===== config.mk =====
export PLATFORM = sky130hd
export DESIGN_NAME = camara_sensor_emu
export DESIGN_NICKNAME = d
export VERILOG_FILES = /design/src/rtl/camara_pkg.sv /design/src/rtl/camara_pattern_gen.sv /design/src/rtl/camara_sensor_emu.sv
export SDC_FILE = /design/constraint.sdc
export NUM_CORES = 1
export LEC_CHECK = 0
export CORE_AREA = 10 10 96 98
export CTS_BUF_LIST = sky130_fd_sc_hd__clkbuf_8 sky130_fd_sc_hd__clkbuf_16
export CTS_CLUSTER_SIZE = 28
export DETAILED_ROUTE_END_ITERATION = 12
export DIE_AREA = 0 0 106 108
export GPL_TIMING_DRIVEN = 0
export PLACE_DENSITY = 0.76
export SETUP_SLACK_MARGIN = 0.05
export SYNTH_ARGS = -nofsm -noshare
export SYNTH_HDL_FRONTEND = slang
export SYNTH_HIERARCHICAL = 1
export SYNTH_SLANG_ARGS = --single-unit

===== constraint.sdc =====
create_clock -name clk -period 5.1 [get_ports clk]
set_input_delay 0.765 -clock clk [delete_from_list [all_inputs] [get_ports clk]]
set_output_delay 0.765 -clock clk [all_outputs]
set_load 0.02 [all_outputs]

===== src/rtl/camara_pkg.sv =====
// Shared types and constants for the camera sensor emulator and its pattern generator.
package camara_pkg;

  typedef enum logic [2:0] {
    ST_IDLE   = 3'd0,
    ST_VSYNC  = 3'd1,
    ST_VBACK  = 3'd2,
    ST_ACTIVE = 3'd3,
    ST_VFRONT = 3'd4
  } cam_state_e;

  typedef enum logic [1:0] {
    PAT_RAMP    = 2'd0,
    PAT_BARS    = 2'd1,
    PAT_CHECKER = 2'd2,
    PAT_SOLID   = 2'd3
  } cam_pattern_e;

  localparam logic [7:0] CHECK_EVEN_BYTE = 8'hAA;
  localparam logic [7:0] CHECK_ODD_BYTE  = 8'h55;
  localparam logic [7:0] SOLID_BYTE      = 8'hFF;

  // Entry [0] is the leftmost bar: white, yellow, cyan, green, magenta, red, blue, black.
  localparam logic [7:0][15:0] BAR_RGB565 = {
    16'h0000, 16'h001F, 16'hF800, 16'hF81F,
    16'h07E0, 16'h07FF, 16'hFFE0, 16'hFFFF
  };

  function automatic logic [15:0] bar_colour(input logic [2:0] idx);
    return BAR_RGB565[idx];
  endfunction

endpackage


===== src/rtl/camara_pattern_gen.sv =====
// Combinational test-pattern byte source: maps pixel position and pattern code to one
// RGB565 byte (high byte first). The caller masks the result outside href.
module camara_pattern_gen
  import camara_pkg::*;
#(
  parameter int H_ACTIVE = 640,
  parameter int COL_W    = 11
) (
  input  cam_pattern_e     pattern_i,
  input  logic [COL_W-1:0] p_i,
  input  logic             b_i,
  input  logic             row_lsb_i,
  input  logic [7:0]       col_lsb_i,
  output logic [7:0]       byte_o
);

  localparam logic [COL_W+2:0] H_ACTIVE_W = (COL_W + 3)'(H_ACTIVE);

  logic [COL_W+2:0] scaled_s;
  logic [2:0]       bar_s;
  logic [15:0]      colour_s;

  // Pattern byte selection
  always_comb begin
    scaled_s = {p_i, 3'b000};
    bar_s    = 3'(scaled_s / H_ACTIVE_W);
    colour_s = bar_colour(bar_s);
    byte_o   = 8'h00;
    case (pattern_i)
      PAT_RAMP:    byte_o = col_lsb_i;
      PAT_BARS:    byte_o = b_i ? colour_s[7:0] : colour_s[15:8];
      PAT_CHECKER: byte_o = (p_i[0] ^ row_lsb_i) ? CHECK_ODD_BYTE : CHECK_EVEN_BYTE;
      PAT_SOLID:   byte_o = SOLID_BYTE;
      default:     byte_o = 8'h00;
    endcase
  end

endmodule


===== src/rtl/camara_sensor_emu.sv =====
// Camera sensor emulator: produces the Vsync/Href/Pclk/8-bit stream the capture block samples.
// All stream outputs are registered and only change on the pclk falling edge (byte tick).
module camara_sensor_emu
  import camara_pkg::*;
#(
  parameter int H_ACTIVE    = 640,
  parameter int H_BLANK     = 288,
  parameter int V_ACTIVE    = 480,
  parameter int VSYNC_LINES = 3,
  parameter int V_BACK      = 17,
  parameter int V_FRONT     = 10
) (
  input  logic        clk,
  input  logic        rst,
  input  logic        cam_rst_n,
  input  logic        pwdn,
  input  logic        enable,
  input  logic [1:0]  pattern,
  output logic        pclk,
  output logic        vsync,
  output logic        href,
  output logic [7:0]  data,
  output logic [15:0] frame_cnt
);

  localparam int LINE_LEN  = 2 * H_ACTIVE + H_BLANK;
  localparam int COL_W     = (LINE_LEN > 2) ? $clog2(LINE_LEN) : 2;
  localparam int ROW_MAX_A = (VSYNC_LINES > V_BACK) ? VSYNC_LINES : V_BACK;
  localparam int ROW_MAX_B = (V_ACTIVE > V_FRONT) ? V_ACTIVE : V_FRONT;
  localparam int ROW_MAX   = (ROW_MAX_A > ROW_MAX_B) ? ROW_MAX_A : ROW_MAX_B;
  localparam int ROW_W     = (ROW_MAX > 1) ? $clog2(ROW_MAX) : 1;

  localparam logic [COL_W-1:0] LAST_COL = COL_W'(LINE_LEN - 1);
  localparam logic [COL_W-1:0] HREF_END = COL_W'(2 * H_ACTIVE);

  cam_state_e       state_q, state_d;
  cam_pattern_e     pattern_q, pattern_d;
  logic [COL_W-1:0] col_q, col_d;
  logic [ROW_W-1:0] row_q, row_d;
  logic             pclk_q, pclk_d;
  logic             vsync_q, vsync_d;
  logic             href_q, href_d;
  logic [7:0]       data_q, data_d;
  logic [15:0]      frame_cnt_q, frame_cnt_d;

  logic             tick_s;
  logic             href_s;
  logic [ROW_W-1:0] last_row_s;
  logic [COL_W-1:0] pix_s;
  logic [7:0]       pat_byte_s;

  assign pix_s = {1'b0, col_q[COL_W-1:1]};

  camara_pattern_gen #(
    .H_ACTIVE (H_ACTIVE),
    .COL_W    (COL_W)
  ) u_pattern_gen (
    .pattern_i (pattern_q),
    .p_i       (pix_s),
    .b_i       (col_q[0]),
    .row_lsb_i (row_q[0]),
    .col_lsb_i (8'(col_q)),
    .byte_o    (pat_byte_s)
  );

  // Number of lines in the current state, minus one
  always_comb begin
    last_row_s = {ROW_W{1'b0}};
    case (state_q)
      ST_VSYNC:  last_row_s = ROW_W'(VSYNC_LINES - 1);
      ST_VBACK:  last_row_s = ROW_W'(V_BACK - 1);
      ST_ACTIVE: last_row_s = ROW_W'(V_ACTIVE - 1);
      ST_VFRONT: last_row_s = ROW_W'(V_FRONT - 1);
      default:   last_row_s = {ROW_W{1'b0}};
    endcase
  end

  // Frame FSM, position counters, pclk divider and stream output next-state
  always_comb begin
    state_d     = state_q;
    pattern_d   = pattern_q;
    col_d       = col_q;
    row_d       = row_q;
    pclk_d      = pclk_q;
    vsync_d     = vsync_q;
    href_d      = href_q;
    data_d      = data_q;
    frame_cnt_d = frame_cnt_q;
    tick_s      = pclk_q && (state_q != ST_IDLE);
    href_s      = (state_q == ST_ACTIVE) && (col_q < HREF_END);

    if (!cam_rst_n || pwdn) begin
      // Sensor held off: drop any partial frame; only a sensor reset clears the frame count.
      state_d = ST_IDLE;
      col_d   = {COL_W{1'b0}};
      row_d   = {ROW_W{1'b0}};
      pclk_d  = 1'b0;
      vsync_d = 1'b0;
      href_d  = 1'b0;
      data_d  = 8'h00;
      if (!cam_rst_n) begin
        frame_cnt_d = 16'h0000;
      end else begin
        frame_cnt_d = frame_cnt_q;
      end
    end else if (state_q == ST_IDLE) begin
      col_d  = {COL_W{1'b0}};
      row_d  = {ROW_W{1'b0}};
      pclk_d = 1'b0;
      if (enable) begin
        state_d   = ST_VSYNC;
        pattern_d = cam_pattern_e'(pattern);
      end else begin
        state_d = ST_IDLE;
      end
    end else begin
      pclk_d = ~pclk_q;
      if (tick_s) begin
        vsync_d = (state_q == ST_VSYNC);
        href_d  = href_s;
        data_d  = href_s ? pat_byte_s : 8'h00;
        if (col_q == LAST_COL) begin
          col_d = {COL_W{1'b0}};
          if (row_q == last_row_s) begin
            row_d = {ROW_W{1'b0}};
            case (state_q)
              ST_VSYNC:  state_d = ST_VBACK;
              ST_VBACK:  state_d = ST_ACTIVE;
              ST_ACTIVE: state_d = ST_VFRONT;
              ST_VFRONT: begin
                frame_cnt_d = frame_cnt_q + 16'd1;
                if (enable) begin
                  state_d   = ST_VSYNC;
                  pattern_d = cam_pattern_e'(pattern);
                end else begin
                  state_d = ST_IDLE;
                end
              end
              default:   state_d = ST_IDLE;
            endcase
          end else begin
            row_d = row_q + ROW_W'(1);
          end
        end else begin
          col_d = col_q + COL_W'(1);
        end
      end else begin
        col_d = col_q;
      end
    end
  end

  // State and output registers
  always_ff @(posedge clk or negedge rst) begin
    if (!rst) begin
      state_q     <= ST_IDLE;
      pattern_q   <= PAT_RAMP;
      col_q       <= {COL_W{1'b0}};
      row_q       <= {ROW_W{1'b0}};
      pclk_q      <= 1'b0;
      vsync_q     <= 1'b0;
      href_q      <= 1'b0;
      data_q      <= 8'h00;
      frame_cnt_q <= 16'h0000;
    end else begin
      state_q     <= state_d;
      pattern_q   <= pattern_d;
      col_q       <= col_d;
      row_q       <= row_d;
      pclk_q      <= pclk_d;
      vsync_q     <= vsync_d;
      href_q      <= href_d;
      data_q      <= data_d;
      frame_cnt_q <= frame_cnt_d;
    end
  end

  assign pclk      = pclk_q;
  assign vsync     = vsync_q;
  assign href      = href_q;
  assign data      = data_q;
  assign frame_cnt = frame_cnt_q;

endmodule


-- Word level (Yosys, flattened, before mapping)
Memory sizes are Yosys's and may differ from the RTL's.
Index checks and enable logic that the tools add are counted.
- word-level logic and storage cells: 99
- memory bits (read-only): 128
- bits in registers: 52
- memory bits (writable): 0
- bits in latches: 0
- input port bits: 7
- memories: 1
- output and inout bits: 27
- equal/unequal tests: 11
- $mul: 0
- shift-type cells: 0
- muxes and demuxes: 46
- $add $sub $neg: 3
- reduce and logical (&&, ||, !) cells: 23
- bitwise gates (word level): 3
- order comparisons: 2
- divide/modulo/power cells: 1
- memory list (name ; words ; bits a word ; rd ports ; clocked after Yosys merged registers in ; wr ports ; RTL line ; text):
    (no name shown) ; 8 ; 16 ; 1 ; 0 ; 0 ; camara_pkg.sv:30 ; return BAR_RGB565[idx];
- operator list (kind ; count):
    16-bit two-way mux ; 8
    8-bit two-way mux ; 6
    9-bit two-way mux ; 5
    11-bit two-way mux ; 4
    9-bit one-hot mux with 4 select lines ; 1
    8-bit one-hot mux with 4 select lines ; 1
    16-bit by 1-bit adder with 16-bit output, second input constant ; 1
    2-bit nonzero test ; 8
    3-bit two-way mux ; 5
    13-bit by 10-bit divider with 14-bit output, second input constant ; 1
    2-bit two-way mux ; 6
    3-bit one-hot mux with 4 select lines ; 1
    3-bit nonzero test ; 4
    11-bit by 1-bit adder with 11-bit output, second input constant ; 1
    11-bit equality test, second input constant ; 1
    11-bit less-than comparator, second input constant ; 1
    9-bit by 1-bit adder with 9-bit output, second input constant ; 1
    9-bit equality test ; 1
    1-bit two-way mux ; 9
    3-bit by 2-bit equality test with 1-bit output, second input constant ; 2
    6-bit AND reduction ; 1
    5-bit AND reduction ; 1
    2-bit equality test, second input constant ; 2
    3-bit by 4-bit less-than comparator with 1-bit output, second input constant ; 1
    other kinds (13) ; 17

-- Depth between registers and ports, before layout
- depth in word-level cells: 9
- gate-level depth with buffers: 9
- depth with buffers taken out: 7

-- Cells and area by module
The synthesis kept the hierarchy.
- modules (own cells, without submodules) (module ; sequential area each (µm²) ; cells an instance ; times used ; area an instance (µm²)):
    camara_sensor_emu ; 1301.2 ; 286 ; 1 ; 2721.4
    camara_pattern_gen ; 0.0 ; 79 ; 1 ; 516.7

-- Worst setup path after synthesis
No wires, ideal clock.
- path kind: reg-to-reg
- from: reg col_q[0]
- to: reg frame_cnt_q[11], in the netlist frame_cnt[11]
- setup slack: 2.619 ns
- buffers on the path: 1
- setup time: 0.078 ns
- data required time: 5.022 ns
- cell stages (with the launch flop): 9
- data arrival time: 2.403 ns
- clock period less this slack: 2.481 ns
- cells stage by stage: dfrtp_1 > ha_1 > and4_1 > and4_1 > nand4b_1 > or4_1 > buf_2 > or4_1 > a21oi_1
- longest elaborated chain between the ends: 3
- ends and longest elaborated chain (item ; RTL line ; text):
    from (decl) ; camara_sensor_emu.sv:38 ; logic [COL_W-1:0] col_q, col_d;
    from (signal assigned) ; camara_sensor_emu.sv:158 ; col_q <= {COL_W{1'b0}};
    from (signal assigned) ; camara_sensor_emu.sv:168 ; col_q <= col_d;
    11-bit equality test ; camara_sensor_emu.sv:122 ; if (col_q == LAST_COL) begin
    2-bit nonzero test (no source line) ; n/a ;
    6-bit AND reduction (no source line) ; n/a ;
    to (signal assigned) ; camara_sensor_emu.sv:174 ; frame_cnt_q <= frame_cnt_d;
    to (decl) ; camara_sensor_emu.sv:44 ; logic [15:0] frame_cnt_q, frame_cnt_d;
Every way passes these cells.
A chain may end at the register's enable or synchronous reset.

-- Final worst setup path
- from: reg col_q[0]
- to: reg pattern_q[0]
- longest elaborated chain between the ends: 3
- ends and longest elaborated chain (item ; RTL line ; text):
    11-bit equality test ; camara_sensor_emu.sv:122 ;
    2-bit nonzero test (no source line) ; n/a ;
    5-bit AND reduction (no source line) ; n/a ;
    to (signal assigned) ; camara_sensor_emu.sv:167 ; pattern_q <= pattern_d;
    to (decl) ; camara_sensor_emu.sv:37 ; cam_pattern_e pattern_q, pattern_d;
Every way passes these cells.

==> results.json <==
{
  "yosysSeqAreaShare_pct": 40.19,
  "fin_setup_tns_ns": 0,
  "layout.area.seq_mm2": 0.001301,
  "dieWidth_um": 106,
  "final_design_area_no_fill_mm2": 0.003796,
  "hpwl_um": 5775,
  "route.final.wire_length_um": 7865,
  "post-route-drc-count": 0,
  "critical_path.cell_chain": "ha_1 > and4_1 > and4_1 > nand2_1 > or3_1 > a211oi_1 > mux2_2",
  "timing.critical_path.max_delay_family": "simple AND/OR/NAND/NOR gates",
  "synth.distinct_cells": 67,
  "clkTransAtPathRegs_ns": 0.10,
  "post_cts_hold_buffer_count": 0,
  "area_growth_syn_to_layout_pct": 17.23,
  "ant_nets": 0,
  "synth_area_mm2": 0.003238,
  "number_of_h_tree_levels": 2,
  "cpPeakStageDelay_ns": 0.52,
  "multiInputGateArea_mm2": 0.001792,
  "path_buf_inv": 0,
  "clock_insertion_delay_worst_skew_ns": 0.30,
  "ys_async_sr_fraction_pct": 100.0,
  "setup_viol": 0,
  "period_share_pct": 58.24,
  "synth_top_cell_by_area": "sky130_fd_sc_hd__dfrtp_1",
  "route.detailed.wl_per_inst_um": 15.42,
  "initialDrtViolationCount": 142,
  "met3_demand_to_capacity_share_in_global_routing_pct": 3.688,
  "gr-usage-met1_pct": 18.44,
  "layout.nets": 417,
  "grt_setup_unrepaired": "false",
  "layout.core_utilization_pct": 50.97,
  "top_level_ports": 34,
  "synthTopCellsByArea": "sky130_fd_sc_hd__dfrtp_1, sky130_fd_sc_hd__a21oi_1, sky130_fd_sc_hd__nand2_1, sky130_fd_sc_hd__xor2_1, sky130_fd_sc_hd__nor2_1",
  "post_synth.cell_area_avg_um2": 8.872,
  "cts_resized": 0,
  "final.setup_skew_ns": 0.006658,
  "yosysWarnings": 6,
  "total_grt_usage_pct": 13.86,
  "dpl.cell_count": 502,
  "core_box_area_mm2": 0.007447,
  "cp.arrival_ns": 3.17,
  "num_antenna_cells": 0,
  "tightest_pin_transition_ns": 0.9973,
  "die_y_um": 108,
  "vias_in_the_first_global_route": 2835,
  "nFillCells": 708,
  "cts_tree": "done",
  "cts_buffer_depth": 2,
  "ys_ff_latch": 52,
  "power.density_cell_area_mw_per_mm2": 193.3,
  "critical_path.slowest_cell": "sky130_fd_sc_hd__dfrtp_1",
  "detail_route.first_pass.iterations": 4,
  "final-hold-violation-count": 0,
  "worstSetupStartpointType": "flip-flop",
  "cts_sinks": 52,
  "numCtsBuffers": 5,
  "place.port_buffers": 32,
  "instances_no_fill": 510,
  "die_area_mm2": 0.01145,
  "global_route.peak_usage_layer": "met2",
  "synth_top_area_share_pct": 40.19,
  "first_pass_grt_wire_length_um": 13570,
  "syn-instance-count": 365,
  "power_leakage_nw": 1.444,
  "timing.critical_path.fanout_max": 9,
  "post_dp_cell_area_mm2": 0.003709,
  "count_of_flip_flops_with_a_built_in_enable_after_synthesis": 0,
  "max_slew_violation_total_from_the_final_report": 0,
  "timing.slew.headroom_pct": 33.00,
  "holdCritPathClass": "input port to async pin",
  "global_route.usage.met2_pct": 22.35,
  "drv_cap": 0,
  "maximum_number_of_pins_on_one_net_before_global_route_repair": 41,
  "clockRootBuffer": "sky130_fd_sc_hd__clkbuf_8",
  "worst_path_most_repeated_cell": "sky130_fd_sc_hd__and4_1",
  "post-cts-setup-buffer-count": 0,
  "drive_gt1_share_pct": 8.333,
  "min_period_ns": 2.970,
  "placement_rows": 32,
  "critical_path.endpoint_type": "flip-flop",
  "max_freq_mhz": 336.7,
  "grt_overflow": 0,
  "routed-via-count": 2967,
  "finalHoldWorstSlack_ns": 0.3499,
  "critPathKind": "flip-flop to flip-flop",
  "vdd_ir_drop_max_mv": 0.1848,
  "antenna_found_initial": 0,
  "worst-endpoint-required_ns": 5.30,
  "result_of_the_run": "finished, final reports clean",
  "initial_core_util_pct": 43.48,
  "avgViaCountPerCell": 5.818,
  "place.gp.congestion": 0.8617,
  "synthFlopType": "sky130_fd_sc_hd__dfrtp_1"
}
[routing by layer]
layer / vias to the layer above / wire length [µm]
met4: 0 / 46
li1: 1435 / -
met3: 7 / 423
met5: - / 0
met2: 79 / 3799
met1: 1446 / 3596
[flip-flops by register name, indices dropped and copies added, names as in the netlist]
signal     count
vsync          1
pclk           1
href           1
state_q        3
row_q          9
col_q         11
data           8
frame_cnt     16
pattern_q      2
[worst paths after layout]
kind | from | to | slack [ns] | cells after the start
setup / recovery | col_q[0] | pattern_q[0] | 2.13 | 7
hold / removal | rst | frame_cnt[6] | 0.35 | 1
setup reg to reg | col_q[0] | pattern_q[0] | 2.13 | 7
hold reg to reg | href | href | 0.48 | 1
max in group asynchronous | rst | col_q[4] | 4.24 | 2
min in group clk | href | href | 0.48 | 1
[through the flow]
stage | total power [mW] | worst slack [ns]
after global routing | 0.7653 | 1.979
after detailed placement | 0.5060 | 2.111
after global placement | 0.5008 | 1.720
after floorplan | 0.4774 | 2.619
final | 0.7338 | 2.130
after CTS | 0.7398 | 2.084
[layout by cell type, fill, tap and decap left out, types with 5 or more instances in the layout]
master | synthesis | layout
sky130_fd_sc_hd__or3_1 | 9 | 9
sky130_fd_sc_hd__clkdlybuf4s50_1 | 0 | 31
sky130_fd_sc_hd__o31ai_1 | 8 | 8
sky130_fd_sc_hd__and3_1 | 6 | 6
sky130_fd_sc_hd__nor2_1 | 29 | 29
sky130_fd_sc_hd__nor3_1 | 6 | 6
sky130_fd_sc_hd__o21ai_0 | 16 | 16
sky130_fd_sc_hd__a22o_1 | 8 | 8
sky130_fd_sc_hd__nand3_1 | 11 | 11
sky130_fd_sc_hd__dfrtp_1 | 52 | 52
sky130_fd_sc_hd__clkbuf_8 | 0 | 5
sky130_fd_sc_hd__a21oi_1 | 31 | 31
sky130_fd_sc_hd__nand4_1 | 9 | 9
sky130_fd_sc_hd__inv_1 | 10 | 10
sky130_fd_sc_hd__clkbuf_1 | 10 | 10
sky130_fd_sc_hd__xnor2_1 | 5 | 5
sky130_fd_sc_hd__nor4_1 | 6 | 6
sky130_fd_sc_hd__xor2_1 | 14 | 14
sky130_fd_sc_hd__nand2_1 | 39 | 39
sky130_fd_sc_hd__or4_1 | 8 | 8
sky130_fd_sc_hd__buf_2 | 5 | 6
[cell families after synthesis]
family                     share of synthesized area (%)
other                                             0.1158
DFF                                                40.19
and+or+nand+nor                                    25.58
AOI/OAI and AO/OA                                  21.18
adders and majority gates                          1.159
buffers and inverters                              4.714
muxes                                              1.932
xor gates and xnor gates                           5.139
[worst register-to-register path, cell delays in order, from the launching register on]
cell and delay, ns:
sky130_fd_sc_hd__dfrtp_1 0.52, sky130_fd_sc_hd__ha_1 0.24, sky130_fd_sc_hd__and4_1 0.27, sky130_fd_sc_hd__and4_1 0.34
sky130_fd_sc_hd__nand2_1 0.17, sky130_fd_sc_hd__or3_1 0.43, sky130_fd_sc_hd__a211oi_1 0.50, sky130_fd_sc_hd__mux2_2 0.39
[synth_stat cells (all sizes together), types with 10 or more instances]
cell type and n:
dfrtp 52, nor2 29, buf 10, xor2 14, o21ai 19, nand3 11
a21oi 32, inv 10, nand2 39, clkbuf 10
[final cells by class]
cell class,instances,area share (%)
well taps,102,3.362
inverters,10,0.9888
clock buffers,5,1.813
clock inverters,3,0.4944
multi-input cells,285,47.20
flip-flops and latches,52,34.28
repair buffers,33,8.833
plain buffers,20,3.032
[power breakdown]
part           leakage (nW)  switching, mW  internal, mW  total, mW
Sequential            0.722        0.00540         0.416      0.421
Combinational         0.674         0.0480        0.0280     0.0760
Clock                0.0479          0.140        0.0961      0.236
(Power assumes the default switching activity.)
